--- config.mk ---
export PLATFORM = sky130hd
export DESIGN_NAME = rate_block_absorber
export DESIGN_NICKNAME = d
export VERILOG_FILES = /design/src/rtl/rate_block_absorber.sv
export SDC_FILE = /design/constraint.sdc
export NUM_CORES = 2
export LEC_CHECK = 0
export CAP_MARGIN = 20
export CORE_AREA = 3 3 555 557
export CTS_CLUSTER_DIAMETER = 150
export DETAILED_ROUTE_END_ITERATION = 12
export DIE_AREA = 0 0 558 560
export PLACE_DENSITY = 0.7
export SLEW_MARGIN = 40
export SYNTH_ARGS = -nofsm -noshare
export SYNTH_HDL_FRONTEND = slang
export SYNTH_SLANG_ARGS = --single-unit
--- constraint.sdc ---
create_clock -name clk -period 2.52 [get_ports clk]
set_input_delay 0.504 -clock clk [delete_from_list [all_inputs] [get_ports clk]]
set_output_delay 0.504 -clock clk [all_outputs]
set_load 0.005 [all_outputs]
--- src/rtl/rate_block_absorber.sv ---
// rate_block_absorber: packs 64-bit message words into Keccak rate blocks.
// Two block buffers alternate roles, so one can fill while the other waits
// for the permutation core. The final word of a message sets the 0x80 pad bit
// in the top byte of the last lane. A released buffer is zeroed so that lanes
// after the last written word of a short message read as zero.
module rate_block_absorber #(
  parameter int RATE_LANES = 21
) (
  input  logic                    clk,
  input  logic                    rstn,
  input  logic [63:0]             msgn,
  input  logic                    msgn_val,
  input  logic                    lastmsgn_val,
  output logic                    in_ready,
  output logic [64*RATE_LANES-1:0] blk_data,
  output logic                    blk_val,
  output logic                    blk_last,
  input  logic                    blk_ready,
  output logic                    err_ovf
);

  localparam int BLK_W  = 64 * RATE_LANES;
  localparam int LIDX_W = (RATE_LANES > 1) ? $clog2(RATE_LANES) : 1;
  // Most significant bit of the last lane: the 0x80 pad bit.
  localparam int PAD_BIT = BLK_W - 1;
  localparam logic [LIDX_W-1:0] LAST_LANE = LIDX_W'(RATE_LANES - 1);

  logic [BLK_W-1:0]  buf_q [2];
  logic [BLK_W-1:0]  buf_d [2];
  logic [1:0]        full_q, full_d;
  logic [1:0]        last_q, last_d;
  logic              wr_sel_q, wr_sel_d;
  logic              rd_sel_q, rd_sel_d;
  logic [LIDX_W-1:0] lane_idx_q, lane_idx_d;
  logic              err_ovf_q, err_ovf_d;

  logic [63:0]       msgn_swap;
  logic [LIDX_W+5:0] lane_base;
  logic              accept;
  logic              complete;
  logic              xfer;

  // First message byte (msgn[63:56]) becomes the least significant lane byte.
  for (genvar gi = 0; gi < 8; gi++) begin : g_bswap
    assign msgn_swap[8*gi +: 8] = msgn[63-8*gi -: 8];
  end

  assign lane_base = {lane_idx_q, 6'd0};

  // Acceptance and transfer depend only on registered state, so a buffer
  // freed by a transfer this cycle cannot take a word in the same cycle.
  assign accept   = msgn_val && !full_q[wr_sel_q];
  assign complete = accept && ((lane_idx_q == LAST_LANE) || lastmsgn_val);
  assign xfer     = full_q[rd_sel_q] && blk_ready;

  // Next state of both buffers: zero on transfer, lane write and pad on accept.
  // Accept targets an empty buffer and transfer a full one, so they never hit
  // the same buffer in one cycle.
  always_comb begin
    for (int b = 0; b < 2; b++) begin
      buf_d[b[0]]  = buf_q[b[0]];
      full_d[b[0]] = full_q[b[0]];
      last_d[b[0]] = last_q[b[0]];
      if (xfer && (rd_sel_q == b[0])) begin
        buf_d[b[0]]  = '0;
        full_d[b[0]] = 1'b0;
        last_d[b[0]] = 1'b0;
      end
      if (accept && (wr_sel_q == b[0])) begin
        buf_d[b[0]][lane_base +: 64] = msgn_swap;
        if (lastmsgn_val) begin
          buf_d[b[0]][PAD_BIT] = 1'b1;
        end
        if (complete) begin
          full_d[b[0]] = 1'b1;
          last_d[b[0]] = lastmsgn_val;
        end
      end
    end
  end

  // Next state of the buffer selectors, lane counter and sticky overflow flag.
  always_comb begin
    wr_sel_d   = wr_sel_q ^ complete;
    rd_sel_d   = rd_sel_q ^ xfer;
    lane_idx_d = lane_idx_q;
    if (complete) begin
      lane_idx_d = '0;
    end else if (accept) begin
      lane_idx_d = lane_idx_q + 1'b1;
    end
    err_ovf_d = err_ovf_q | (msgn_val && full_q[wr_sel_q]);
  end

  // State registers; reset discards any partial or pending block at once.
  always_ff @(posedge clk or negedge rstn) begin
    if (!rstn) begin
      buf_q[0]   <= '0;
      buf_q[1]   <= '0;
      full_q     <= '0;
      last_q     <= '0;
      wr_sel_q   <= 1'b0;
      rd_sel_q   <= 1'b0;
      lane_idx_q <= '0;
      err_ovf_q  <= 1'b0;
    end else begin
      buf_q[0]   <= buf_d[0];
      buf_q[1]   <= buf_d[1];
      full_q     <= full_d;
      last_q     <= last_d;
      wr_sel_q   <= wr_sel_d;
      rd_sel_q   <= rd_sel_d;
      lane_idx_q <= lane_idx_d;
      err_ovf_q  <= err_ovf_d;
    end
  end

  assign in_ready = !full_q[wr_sel_q];
  assign blk_val  = full_q[rd_sel_q];
  assign blk_last = last_q[rd_sel_q];
  assign blk_data = buf_q[rd_sel_q];
  assign err_ovf  = err_ovf_q;

endmodule
==> run metrics <==
Comb power frac=32.0%; dpl ws=-253 ps; vias in the first global route=102,000; Final min period=3520 ps; Clk Latency, worst-skew pair=930 ps; largest cells by area after synthesis=dfrtp_1, mux2i_1, mux2_2; Hold Startpoint=msgn[48]; leakage power=85.0 nW; Buffers on Ports=1,416; clk_skew=43.1 ps; register area share after synthesis=51.3%; setup slack after layout=-1000 ps; Worst Hold Path Cells=3; max-cap viol count=0; drt total wl=539,000 um; clock transition at the registers of the reported paths=60 ps; kind of start point of the critical path=flip-flop; chip width=558 um; share of flip-flops with an asynchronous set or reset=100%; DR pass1 iterations=5; H-tree depth=5; Post-synth EDFFs=0; top cells by count, synth=dfrtp_1, mux2i_1, mux2_2; clk root buf=clkbuf_16; Inserted Clock Buffers=302; Routed WL per cell=31.5 um; die height=560 um; layout cells sized above 1=23.7%; Synth Register Bits=2,700; Worst Reg2Reg Path Length in Cells=8; Netlist cell types=53; nets=12,900; critical path peak fanout=24; fraction of power consumed by sequential logic=34.6%; Setup CP Type=reg -> out; P_sw=0.0461 W; share of the synthesized area in the top cell type=51.3%; Critical Path Start=rd_sel_q; Area growth syn-to-layout=26.9%; Int Pwr=0.0911 W; violated checks=negative setup slack; switching share of power=33.6%; status=finished with violations; routability cong.=0.903; HP Class=in -> reg; total power draw=0.137 W; CP max stage cell=clkdlybuf4s50_1; total number of vias=99,700; pwr dens=821 mW/mm2; reg2reg start=rd_sel_q; full die area=0.312 mm2; first-pass GRT wire length=759,000 um; setup slack, reg-to-reg=-360 ps; IO Pins=1,417; vias per cell=5.83; Relative slew margins=41.2%; top-count cell post-synth=dfrtp_1; Synth warnings=0; hold worst-path end=buf_q[72]; Mapped Cells=11,300; final hold vios=0; initial DRC count=10,900; final core occ=55.2%; R2R Path End=buf_q[1498]; Critical Path End Type=output port; worst-margin pin slew=883 ps; clock network power share=33.4%; grt total ovfl=0; Fmax=284 MHz; Yosys top cell by area=dfrtp_1; worst endpoint data arrival time=3020 ps; initial antenna violation count=63; CP peak stage delay=490 ps; Rows=202; Sink Count=2,700; clock buffer depth=4; Synth Flop Type=dfrtp_1; critical path required time=2020 ps; Mapped Avg Cell Area=11.6 um2; maximum VDD drop=0.675 mV; final-report max-slew violation count=0; Final period util=140%; Post-Synthesis Net Count=11,400; # DRC=0; Routed Antenna Nets=0; CORE AREA=0.303 mm2; TritonCTS clock tree=done; fillcell total=24,800; final setup vio count=4,005; largest net degree at the start of global routing=129; starting density of the core=43.5%; Total Routing Usage GR=33.5%; Mapped Area=0.132 mm2; RSZ-0062 raised after global routing=true; DP HPWL=375,000 um; critical-path cell list=buf_12, buf_12, buf_12, mux2_2, clkdlybuf4s50_1; most used cell, CP=buf_12
layout by cell type (no fill, tap or decap), drive strengths merged, types with 14 or more instances in the layout:
master	n
buf	866
clkbuf	441
diode	71
bufinv	20
dlymetal6s2s	26
o21ai	283
mux2i	2046
inv	26
clkdlybuf4s15	17
nor2b	389
mux2	1732
nor2	14
nand3	384
nand2b	1155
dfrtp	2700
clkinv	64
nand2	1529
clkdlybuf4s50	1274
cells by family after synthesis:
family | after synthesis | share of synthesized area (%)
simple gates | 3509 | 13.4
xor+xnor | 5 | 0.0389
mux | 3778 | 30.3
compound gates | 310 | 1.28
flops | 2700 | 51.3
buf+inv | 1008 | 3.57
fa+ha+maj | 7 | 0.0665
what timing repair did:
action	in CTS	in global routing
endpoints found under the hold margin	313	0
hold buffers	1	0
gates resized for setup	151	63
gates cloned	2	3
endpoints found under the setup margin	3839	4024
setup buffers	4	6
worst max path at each step:
| stage | end | slack, ps | cells after the start |
|---|---|---|---|
| after floorplan | buf_q[1033] | -60 | 11 |
| after global placement | buf_q[2364] | -230 | 8 |
| after detailed placement | buf_q[1814] | -250 | 8 |
| after CTS | blk_data[319] | -1030 | 4 |
| after global routing | blk_data[337] | -1020 | 5 |
| final | blk_data[337] | -1000 | 5 |
routing by layer:
| metal | wire length, um | up-vias | share of wire (%) | global-route usage (%) |
|---|---|---|---|---|
| met5 | 157 | - | 0.029 | 0 |
| met4 | 38100 | 24 | 7.1 | 21.7 |
| met3 | 51100 | 1152 | 9.5 | 7.98 |
| met2 | 237000 | 5380 | 44 | 49.7 |
| met1 | 212000 | 51700 | 39 | 43.7 |
| li1 | - | 41400 | - | - |
flip-flops by register name, summed over array words and instances (netlist names):
register    cells
full_q          2
lane_idx_q      5
wr_sel_q        1
last_q          2
buf_q        2688
rd_sel_q        1
err_ovf         1
critical path: cells and delay by family (launching register included):
| family | cells | cell delay (ps) |
|---|---|---|
| buf+inv | 4 | 1170 |
| mux | 1 | 450 |
| flops | 1 | 440 |
power by group through the flow:
stage	sequential (W)	combinational, W	clock, W
after CTS	0.0474	0.0431	0.0463
after detailed placement	0.0482	0.0423	0
after floorplan	0.0477	0.0210	0
after global routing	0.0477	0.0454	0.0481
after global placement	0.0480	0.0417	0
final	0.0475	0.0439	0.0459
cell type report:
cell class | instances | area, um2 | area share [%]
clock inverter | 107 | 1440 | 0.862
clock buffer | 434 | 8840 | 5.29
sequential | 2700 | 67600 | 40.4
antenna | 71 | 178 | 0.106
tap | 3978 | 4980 | 2.98
inverter | 12 | 52.6 | 0.0314
timing repair buffer | 2197 | 24000 | 14.4
multi-input combinational | 7609 | 60100 | 36.0
per-stage QoR:
| step | TNS (ps) | hold WS [ps] | cells | area (um2) |
|---|---|---|---|---|
| after floorplan | -4690 | 208 | 11300 | 132000 |
| after global placement | -262060 | 514 | 16500 | 156000 |
| after detailed placement | -336590 | 514 | 16500 | 156000 |
| after CTS | -1558270 | 13.3 | 17000 | 167000 |
| after global routing | -1801810 | 73.9 | 17100 | 167000 |
| final | -1653810 | 91.1 | 17100 | 167000 |
Note: power is estimated with default switching activity, not from simulation.
